`src/rtl/alu_seq_pkg.sv`:
```
// rtl/alu_seq_pkg.sv - shared types and widths for the arithmetic-unit front end
package alu_seq_pkg;

    localparam int RES_W  = 8;
    localparam int OPND_W = 4;

    typedef enum logic [1:0] {
        OP_RSVD = 2'b00,
        OP_SUB  = 2'b01,
        OP_ADD  = 2'b10,
        OP_MUL  = 2'b11
    } op_t;

    typedef enum logic [1:0] {
        IDLE    = 2'd0,
        SETTLE  = 2'd1,
        CAPTURE = 2'd2
    } state_t;

endpackage

```
`src/rtl/alu_result_fifo.sv`:
```
// rtl/alu_result_fifo.sv - power-of-two result queue with push/pop and occupancy outputs
module alu_result_fifo #(
    parameter int DEPTH = 4,
    parameter int WIDTH = 8
) (
    input  logic                     clk,
    input  logic                     rst_n,
    input  logic                     push,
    input  logic [WIDTH-1:0]         push_data,
    input  logic                     pop,
    output logic [WIDTH-1:0]         pop_data,
    output logic [$clog2(DEPTH):0]   count,
    output logic                     full,
    output logic                     empty
);
    localparam int PTR_W = $clog2(DEPTH);
    localparam logic [PTR_W-1:0] PTR_ONE = 1;
    localparam logic [PTR_W:0]   CNT_ONE = 1;

    logic [WIDTH-1:0] mem [DEPTH];
    logic [PTR_W-1:0] wr_ptr;
    logic [PTR_W-1:0] rd_ptr;
    logic             push_ok;
    logic             pop_ok;

    assign full    = (count == (PTR_W + 1)'(DEPTH));
    assign empty   = (count == '0);
    assign pop_ok  = pop && !empty;
    assign push_ok = push && (!full || pop_ok);

    // Head reads as zero when empty so stale storage never reaches the outputs.
    assign pop_data = empty ? '0 : mem[rd_ptr];

    always_ff @(posedge clk) begin
        if (push_ok) begin
            mem[wr_ptr] <= push_data;
        end
    end

    always_ff @(posedge clk) begin
        if (!rst_n) begin
            wr_ptr <= '0;
            rd_ptr <= '0;
            count  <= '0;
        end else begin
            if (push_ok) begin
                wr_ptr <= wr_ptr + PTR_ONE;
            end
            if (pop_ok) begin
                rd_ptr <= rd_ptr + PTR_ONE;
            end
            if (push_ok && !pop_ok) begin
                count <= count + CNT_ONE;
            end else if (pop_ok && !push_ok) begin
                count <= count - CNT_ONE;
            end
        end
    end

endmodule

```
`src/rtl/alu_op_sequencer.sv`:
```
// rtl/alu_op_sequencer.sv - registered request/settle/capture front end for the 4-bit arithmetic unit
module alu_op_sequencer
    import alu_seq_pkg::*;
#(
    parameter int SETTLE_CYCLES = 1,
    parameter int DEPTH         = 4,
    parameter int TAG_W         = 4
) (
    input  logic              clk,
    input  logic              rst_n,
    input  logic              in_valid,
    output logic              in_ready,
    input  logic [OPND_W-1:0] in_a,
    input  logic [OPND_W-1:0] in_b,
    input  logic [1:0]        in_op,
    input  logic [TAG_W-1:0]  in_tag,
    output logic [OPND_W-1:0] alu_a,
    output logic [OPND_W-1:0] alu_b,
    output logic [1:0]        alu_op,
    input  logic [RES_W-1:0]  alu_result,
    output logic              out_valid,
    input  logic              out_ready,
    output logic [RES_W-1:0]  out_result,
    output logic [TAG_W-1:0]  out_tag,
    output logic              out_err
);
    localparam int PAY_W = RES_W + TAG_W + 1;
    localparam int CNT_W = $clog2(DEPTH) + 1;

    state_t            state;
    state_t            state_nxt;
    logic [3:0]        settle_cnt;
    logic [TAG_W-1:0]  tag_q;
    logic              accept;
    logic              capture;
    logic              op_err;
    logic [RES_W-1:0]  cap_result;
    logic [PAY_W-1:0]  push_data;
    logic [PAY_W-1:0]  head_data;
    logic [CNT_W-1:0]  fifo_count;
    logic              fifo_full;
    logic              fifo_empty;

    // Only one request is ever in flight, so a free slot at accept time guarantees room at capture.
    assign in_ready = rst_n && (state == IDLE) && (fifo_count < CNT_W'(DEPTH));
    assign accept   = in_valid && in_ready;

    always_ff @(posedge clk) begin
        if (!rst_n) begin
            state      <= IDLE;
            alu_a      <= '0;
            alu_b      <= '0;
            alu_op     <= '0;
            tag_q      <= '0;
            settle_cnt <= '0;
        end else begin
            state <= state_nxt;
            if (accept) begin
                alu_a      <= in_a;
                alu_b      <= in_b;
                alu_op     <= in_op;
                tag_q      <= in_tag;
                settle_cnt <= 4'(SETTLE_CYCLES - 1);
            end else if (state == SETTLE && settle_cnt != 4'd0) begin
                settle_cnt <= settle_cnt - 4'd1;
            end
        end
    end

    always_comb begin
        state_nxt = state;
        capture   = 1'b0;
        case (state)
            IDLE: begin
                if (accept) begin
                    state_nxt = SETTLE;
                end
            end
            SETTLE: begin
                if (settle_cnt == 4'd0) begin
                    state_nxt = CAPTURE;
                end
            end
            CAPTURE: begin
                capture   = 1'b1;
                state_nxt = IDLE;
            end
            default: begin
                state_nxt = IDLE;
            end
        endcase
    end

    // Operand registers are left untouched after capture to keep the unit inputs quiet.
    assign op_err     = (alu_op == OP_RSVD);
    assign cap_result = op_err ? '0 : alu_result;
    assign push_data  = {cap_result, tag_q, op_err};

    alu_result_fifo #(
        .DEPTH (DEPTH),
        .WIDTH (PAY_W)
    ) u_fifo (
        .clk       (clk),
        .rst_n     (rst_n),
        .push      (capture && !fifo_full),
        .push_data (push_data),
        .pop       (out_ready),
        .pop_data  (head_data),
        .count     (fifo_count),
        .full      (fifo_full),
        .empty     (fifo_empty)
    );

    assign out_valid = !fifo_empty;
    assign {out_result, out_tag, out_err} = head_data;

endmodule

```
`config.mk`:
```
export PLATFORM = sky130hd
export DESIGN_NAME = alu_op_sequencer
export DESIGN_NICKNAME = d
export VERILOG_FILES = /design/src/rtl/alu_seq_pkg.sv /design/src/rtl/alu_result_fifo.sv /design/src/rtl/alu_op_sequencer.sv
export SDC_FILE = /design/constraint.sdc
export NUM_CORES = 1
export LEC_CHECK = 0
export ABC_AREA = 1
export ABC_CLOCK_PERIOD_IN_PS = 3700
export CORE_ASPECT_RATIO = 1.25
export CORE_MARGIN = 4
export CORE_UTILIZATION = 35
export DETAILED_ROUTE_END_ITERATION = 10
export SYNTH_ARGS = -nofsm -noshare
export SYNTH_HDL_FRONTEND = slang
export SYNTH_SLANG_ARGS = --single-unit
```
`constraint.sdc`:
```
create_clock -name clk -period 3.7 [get_ports clk]
set_clock_uncertainty 0.1 [all_clocks]
set_input_delay 0.555 -clock clk [delete_from_list [all_inputs] [get_ports clk]]
set_output_delay 0.555 -clock clk [all_outputs]
set_load 0.1 [all_outputs]
```
; Yosys cells after proc, flatten, opt, wreduce, memory -nomap -nowiden
; Memories as Yosys holds them, arrays and structs flattened. A register that Yosys moved wholly into a read port is not among the register bits.
; Cells that the tools add are included.
[op_classes]
n_addsub = 5
order_cmp = 1
n_eq_ne = 5
n_mux = 12
bitwise = 1
n_reduce_logical = 22
[op_table]
columns = cell, n
row1 = $mux 13, 1
row2 = $logic_and 1x1->1, 9
row3 = $mux 2, 4
row4 = $mux 8, 1
row5 = $mux 3, 2
row6 = $add 2x1->2 const B, 2
row7 = $logic_not 1->1, 4
row8 = $logic_not 2->1, 2
row9 = $logic_not 4->1, 1
row10 = $pmux 2 s2, 1
row11 = $reduce_bool 4->1, 1
row12 = $sub 4x1->4 const B, 1
row13 = $add 3x1->3 const B, 1
row14 = $eq 3x3->1 const B, 1
row15 = $logic_not 3->1, 1
row16 = $lt 3x3->1 const B, 1
row17 = $mux 1, 3
row18 = $sub 3x1->3 const B, 1
row19 = $eq 2x1->1 const B, 1
row20 = $eq 2x2->1 const B, 1
row21 = $ne 2x1->1 const B, 1
row22 = $ne 2x2->1 const B, 1
row23 = $reduce_and 2->1, 1
row24 = $reduce_bool 2->1, 1
row25 = other kinds (3), 3
[word_totals]
reg_bits = 27
ram_bits = 52
in_bits = 26
word_cells = 56
memories = 1
[memory_table]
columns = name, depth, word_bits, rd, rd_ports_with_merged_regs, write_ports, line
row1 = u_fifo.mem, 4, 13, 1, 1, 1, alu_result_fifo.sv:20  ; logic [WIDTH-1:0] mem [DEPTH];

; Logic depth before layout (Yosys ltp)
; Gate-level depths: netlist (run 1).
[logic_depth]
word_depth = 9
ltp_mapped = 13
mapped_depth_nobuf = 13

; By module
; From an unflattened synthesis (run 1), not the netlist that was laid out.
[unflattened]
cells_unflattened = 376
hier_area_um2 = 3483.3
[by_module_without_submodules]
columns = module, n_inst, cells_each, area_each_um2
row1 = alu_result_fifo, 1, 225, 2529.9
row2 = alu_op_sequencer, 1, 151, 953.4

; Worst setup path after synthesis (run 1)
; OpenSTA, ideal clock, no wires.
[synth_path]
path_type = in2out
from = in rst_n
to = out in_ready
arrival_time_ps = 3426
path_slack_ps = -381
stages = 2
path_buffers = 0
cell_sequence = inv_1 > nor4_1
[synth_via]
elab_chain_len = 2
[synth_rtl]
columns = item, line
row1 = from (decl), alu_op_sequencer.sv:10  ; input logic rst_n,
row2 = $logic_and 1x1->1 (2 in series), alu_op_sequencer.sv:45  ; assign in_ready = rst_n && (state == IDLE) && (fifo_count < CNT_W'(DEPTH));
row3 = to (decl), alu_op_sequencer.sv:12  ; output logic in_ready,
; Every way passes these cells.

==> metrics.cfg, run 1 <==
[worst_setup_path]
path_max_fanout = 14
timing.rr.start = u_fifo.count[0]$_SDFFE_PN0P_
setup.worst_path.end_class = primary output
critPathLaunchType = flop
worst_r2r_dst = u_fifo.count[2]$_SDFFE_PN0P_
data_arrival_time_at_the_worst_slack_endpoint_ns = 2.10
ff2ff_path_depth = 13
regToRegSetupSlack_ns = 1.55
cp_data_required_time_ns = 3.04
path_class = reg -> out

[floorplan]
dieArea_sq_um = 11400
height_of_the_die_um = 118
core.rowCount = 40
core_region_area_sq_um = 9560
io_pins = 51
start_util_pct = 35.6
die_width_um = 96.2

[place]
port_buffers = 50
routabilityCongestion = 0.794
hpwlAfterDp_um = 4480
place_inst = 537

[sta]
min_period_over_period_pct = 74.5
rsz0062_at_grt = no
timing.setup.tns_ns = 0
whs_ns = 0.367
timing.max_slew.rel_slack_pct = 33.9
final.min_clock_period_ns = 2.76
finalSetupViolCount = 0
timing.final.max_slew_violations = 0
worst_slew_pin_slew_ns = 0.988
fmax_mhz = 363
hold_viol = 0

[min_path]
min_delay_path_depth = 2
min_from = settle_cnt[0]$_SDFFE_PP0P_
min_to = settle_cnt[0]$_SDFFE_PP0P_
hold_path.class = reg -> reg

[global_route]
grt_first_pass_wirelength_um = 11500
grt_start_max_net_pins = 31
first_global_vias = 2420
grt-busiest-layer = met2
global_route.overflow_total = 0
grt_antenna_before_repair = 0
grt_util_met2_pct = 20.4
global_route.usage.met3_pct = 3.69
grt_usage_pct = 13.1
grt_use_met1_pct = 16.7

[detailed_routing]
routedWlPerCell_um = 12.3
drt_iter0_drc = 115
num_vias = 2486
post_drt_via_cell_ratio = 4.50
drt_pass1_iterations = 4
ant_nets = 0
drcViolationCount = 0
post_detailed_routing_wire_length_um = 6790

[layout]
design.final.nets = 455
finalNonFillerCells = 553
register_area_sq_um = 2140
layout-area-overhead-vs-synth_pct = 26.9
nFillCells = 907
multi_input_area_sq_um = 1030
antenna_cells_inserted = 0
final_core_utilization_pct = 45.2
drive_gt1_share_pct = 9.37

[synthesis]
synth-adder-area-share_pct = 2.79
synthXorXnorAreaFrac_pct = 0.515
synthesis.nets = 400
synthMuxAreaShare_pct = 0
synth.lib_cells_used.distinct = 19
synth-seq-area-share_pct = 62.9
ys_warn_count = 0
syn-mean-instance-area_sq_um = 9.27
post_synthesis_share_of_cell_area_spent_on_and_or_nand_and_nor_gates_pct = 19.2
postSynthCellCount = 367
cell_area_after_technology_mapping_sq_um = 3400
combinational_family_with_the_most_area_after_synthesis = simple AND/OR/NAND/NOR gates
synth_compound_area_share_pct = 7.50
total_of_flip_flops_plus_latches_after_synthesis = 81

[power]
switching_power_mw = 1.90
vdd_drop_max_mv = 0.329
design_power_total_mw = 3.87
power.switching_fraction_pct = 49.2
total_leakage_power_nw = 1.75
p_per_area_nw_per_um2 = 896
clkPwrFrac_pct = 22.9
sequentialPowerShare_pct = 29.2
combinationalPowerShare_pct = 47.9
internal_power_mw = 1.96

[cts]
cts.hold.buffers_added = 0
cts_tree = yes
clkSinkCount = 81
cts_bufs_inserted = 9
worst_setup_hold_path_clk_slew_ns = 0.06
root_buffer = clkbuf_16
worstSkewPairLatency_ns = 0.33
cts_repair_resize_count = 0
h_tree_depth_reported_by_cts = 3
cts_max_path_buffers = 2
post-cts-setup-buffer-count = 0

[run]
maxCapViolCount = 0

[outcome]
outcome = finished, final reports clean

[Yosys cell counts]
cell      count  area, sq um
nand4_2       1         12.5
inv_1        43          161
nand3_1       5         25.0
a21oi_1      22          110
clkbuf_2      2         10.0
clkbuf_1      1         3.75
nor3_1        2         10.0
nand2_1      53          199
edfxtp_1     52         1560
fa_1          1         20.0
dfxtp_1      29          581
nor4_1        1         6.26
ha_1          6         75.1
buf_2         6         30.0
inv_2         1         3.75
xor2_1        2         17.5
buf_4         4         30.0
o21ai_0      29          145
nor2_1      107          402
[sequential cells by signal, indices dropped and copies added (netlist names), named ones only]
name,count
u_fifo.count,3
tag_q,4
u_fifo.mem,52
alu_a,4
u_fifo.wr_ptr,2
alu_b,4
u_fifo.rd_ptr,2
alu_op,2
settle_cnt,4
state,2
[power by group through the flow]
stage / registers [mW] / logic, mW / clock network, mW
after floorplan: 1.23 / 1.38 / 0
after global placement: 1.15 / 1.86 / 0
after detailed placement: 1.15 / 1.87 / 0
after CTS: 1.13 / 1.87 / 0.905
after global routing: 1.14 / 1.97 / 0.948
final: 1.13 / 1.85 / 0.884
[placed cells by master (no fill, tap or decap)]
cell             instances
nand2_1                 53
nand3_1                  5
inv_6                    2
xor2_1                   2
inv_2                    1
buf_12                   1
buf_4                   21
a21oi_1                 22
edfxtp_1                52
nand4_2                  1
nor4_2                   1
clkbuf_1                 1
clkdlybuf4s50_1         35
inv_1                   43
dfxtp_1                 29
o21ai_0                 29
ha_1                     6
clkinv_2                 1
nor3_1                   2
fa_1                     1
nor2_1                 107
clkinvlp_4               2
clkbuf_16                9
bufinv_16                1
[cell families (layout without fill, tap and decap cells)]
| family | Yosys count | count (layout) |
|---|---|---|
| AOI/OAI and AO/OA | 51 | 51 |
| xor gates and xnor gates | 2 | 2 |
| adders and majority gates | 7 | 7 |
| buffers and inverters | 57 | 117 |
| DFF | 81 | 81 |
| and+or+nand+nor | 169 | 169 |
[layout make-up]
type,count,area share [%]
clock buffer,10,5.30
clock inverter,6,1.56
inverter,44,3.82
multi-input combinational,229,23.8
sequential,81,49.6
tap,126,3.65
timing repair buffer,57,12.2
[metal layers]
metal  vias to the layer above  routed length, um  part of all wire, %
met1                      1118               2990                   44
li1                       1283                  -                    -
met2                        70               3220                   47
met4                         0                136                  2.0
met5                         -                  0                    0
met3                        15                438                  6.5
[through the flow]
| stage | setup WS (ns) | area [sq um] |
|---|---|---|
| 2_1_floorplan | 0.789 | 3410 |
| 3_3_place_gp | 1.12 | 4020 |
| 3_5_place_dp | 1.10 | 4020 |
| 4_1_cts | 0.895 | 4320 |
| 5_1_grt | 0.726 | 4320 |
| 6_report | 0.943 | 4320 |
[worst max-delay path: stages, from the launching register on]
cell     delay (ns)
dfxtp_1        0.64
inv_1          0.36
nor2_1         0.18
o21ai_0        0.10
a21oi_1        0.16
buf_4          0.31
[worst max-delay path by stage]
| stage | endpoint | cells after the start | slack [ns] |
|---|---|---|---|
| detailed placement | settle_cnt[2]$_SDFFE_PP0P_ | 4 | 1.10 |
| global placement | in_ready | 4 | 1.12 |
| floorplan | out_result[0] | 5 | 0.79 |
| global route | out_result[3] | 6 | 0.73 |
| finish | out_result[4] | 5 | 0.94 |
| CTS | out_result[4] | 5 | 0.90 |
Power figures use the tool's default switching activity.
==> run 2: changes to the inputs <==
- ABC_CLOCK_PERIOD_IN_PS: 3700 -> 2700
- clock period: 3.7 -> 2.7 ns (I/O delays scaled with it)
==> run 2 against run 1 <==
Clock power up 36%; die area is the same; largest cell class unchanged; first-iteration DRC count decreased by 11%.
==> metrics.cfg, run 2 (synthesized netlist as in run 1, its figures left out) <==
[worst_setup_path]
regToRegSetupSlack_ns = 0.61
setup.worst_path.end_class = primary output
ff2ff_path_depth = 13
path_class = reg -> out
path_depth = 6
data_arrival_time_at_the_worst_slack_endpoint_ns = 1.93
critical_path.cell_chain = buf_4 > nor2_1 > nor2_1 > o21ai_0 > a21oi_2 > buf_12
critical-path-top-delay-family = flip-flops
cp_data_required_time_ns = 2.19
crit_path_top_delay_cell = dfxtp_1
critical-path-top-cell-by-count = nor2_1
cpPeakStageDelay_ns = 0.66
worst-path-buf-inv = 2
critPathLaunchType = flop
path_max_fanout = 16

[cts]
cts.hold.buffers_added = 0
cts_repair_resize_count = 0
cts_tree = yes
post-cts-setup-buffer-count = 0
cts_bufs_inserted = 9
worstSkewPairLatency_ns = 0.33
cts_max_path_buffers = 2
worst_setup_hold_path_clk_slew_ns = 0.06
h_tree_depth_reported_by_cts = 3
clkSinkCount = 81
root_buffer = clkbuf_16

[layout]
most_common_library_cell_in_the_layout_ignoring_fill_and_taps = nor2_1
final_core_utilization_pct = 47.6
design.final.nets = 460
layout-area-overhead-vs-synth_pct = 33.6
drive_gt1_share_pct = 16.0
nFillCells = 905
max_flop_register = u_fifo.mem
layout.cells.most_common_list = 107 x nor2_1, 53 x nand2_1, 52 x edfxtp_1, 43 x inv_1
largest_register_ff_count = 52
final_design_area_no_fill_sq_um = 4550
antenna_cells_inserted = 0

[floorplan]
die_width_um = 96.2
start_util_pct = 35.6
core.rowCount = 40
core_region_area_sq_um = 9560
dieArea_sq_um = 11400
io_pins = 51
height_of_the_die_um = 118

[sta]
timing.max_slew.rel_slack_pct = 63.7
final.min_clock_period_ns = 2.44
timing.setup.tns_ns = 0
min_period_over_period_pct = 90.3
worst_slew_pin_slew_ns = 0.544
finalWorstSetupSlack_ns = 0.262
whs_ns = 0.366
finalSetupViolCount = 0
rsz0062_at_grt = no
hold_viol = 0
timing.final.max_slew_violations = 0
fmax_mhz = 410

[global_route]
grt_usage_pct = 12.9
global_route.overflow_total = 0
grt_start_max_net_pins = 31
grt_antenna_before_repair = 0
grt_first_pass_wirelength_um = 11300
first_global_vias = 2438

[detailed_routing]
drt_iter0_drc = 102
routedWlPerCell_um = 12.5
drcViolationCount = 0
post_detailed_routing_wire_length_um = 6990
num_vias = 2517
drt_pass1_iterations = 4
post_drt_via_cell_ratio = 4.51
ant_nets = 0

[power]
clkPwrFrac_pct = 20.5
combinationalPowerShare_pct = 53.2
internal_power_mw = 3.12
power.switching_fraction_pct = 46.6
p_per_area_nw_per_um2 = 1280
vdd_drop_max_mv = 0.406
total_leakage_power_nw = 1.84
switching_power_mw = 2.72
sequentialPowerShare_pct = 26.3

[place]
placement_cell_area_sq_um = 4250
hpwlAfterDp_um = 4720
routabilityCongestion = 0.760
port_buffers = 50
place_ws_ns = 0.572

[min_path]
hold_path.class = reg -> reg
min_delay_path_depth = 2

[run]
maxCapViolCount = 0

[outcome]
outcome = finished, final reports clean

[run 2: cell types whose count changed in the layout (fill, tap and decap cells not counted), moves of 2 or more]
cell,before,now
a21oi_1,22,9
a21oi_2,0,13
buf_4,21,23
buf_12,1,14
inv_6,2,0
clkdlybuf4s50_1,35,25
[run 2: path summary, 6_finish.rpt]
path / startpoint / to
worst max register to register: u_fifo.count[0]$_SDFFE_PN0P_ / u_fifo.count[2]$_SDFFE_PN0P_
worst max-delay path: flop / out_result[3]
worst min-delay path: settle_cnt[0]$_SDFFE_PP0P_ / settle_cnt[0]$_SDFFE_PP0P_
worst min register to register: settle_cnt[0]$_SDFFE_PP0P_ / settle_cnt[0]$_SDFFE_PP0P_
[run 2: tightest hold or removal path: cells and delay by family (launching register included)]
family	cells	cell delay (ns)
compound gates	1	0.05
flops	1	0.31
simple gates	1	0.06
[run 2: power by group through the flow]
stage / logic [mW] / registers, mW / clock network (mW)
finish: 3.11 / 1.54 / 1.20
global route: 3.26 / 1.56 / 1.30
CTS: 3.14 / 1.54 / 1.23
detailed placement: 3.13 / 1.57 / 0
global placement: 3.10 / 1.56 / 0
floorplan: 1.99 / 1.69 / 0
[run 2: area by class of cell]
| type | count | area (sq um) | share of cell area (%) |
|---|---|---|---|
| clock inverter | 5 | 55.1 | 1.21 |
| multi-input combinational | 229 | 1080 | 23.8 |
| clock buffer | 11 | 243 | 5.34 |
| timing repair buffer | 62 | 703 | 15.5 |
| sequential | 81 | 2140 | 47.1 |
| inverter | 44 | 165 | 3.63 |
| tap | 126 | 158 | 3.47 |
[run 2: per-layer routing]
metal	up-vias	routed length, um	GRT usage, %
met5	-	0	0
met3	6	387	4.26
met2	53	3560	22.2
li1	1290	-	-
met1	1168	2990	14.6
met4	0	58	4.27
[run 2: per-stage QoR]
stage | total power [mW] | instances
CTS | 5.91 | 558
finish | 5.84 | 558
global route | 6.11 | 558
floorplan | 3.67 | 367
detailed placement | 4.70 | 542
global placement | 4.66 | 542
==> run 3: changes to the inputs <==
- SLEW_MARGIN: default -> 30
==> results of run 3 <==
Same layout as run 2: the final DEF is identical, and so are final timing and power.
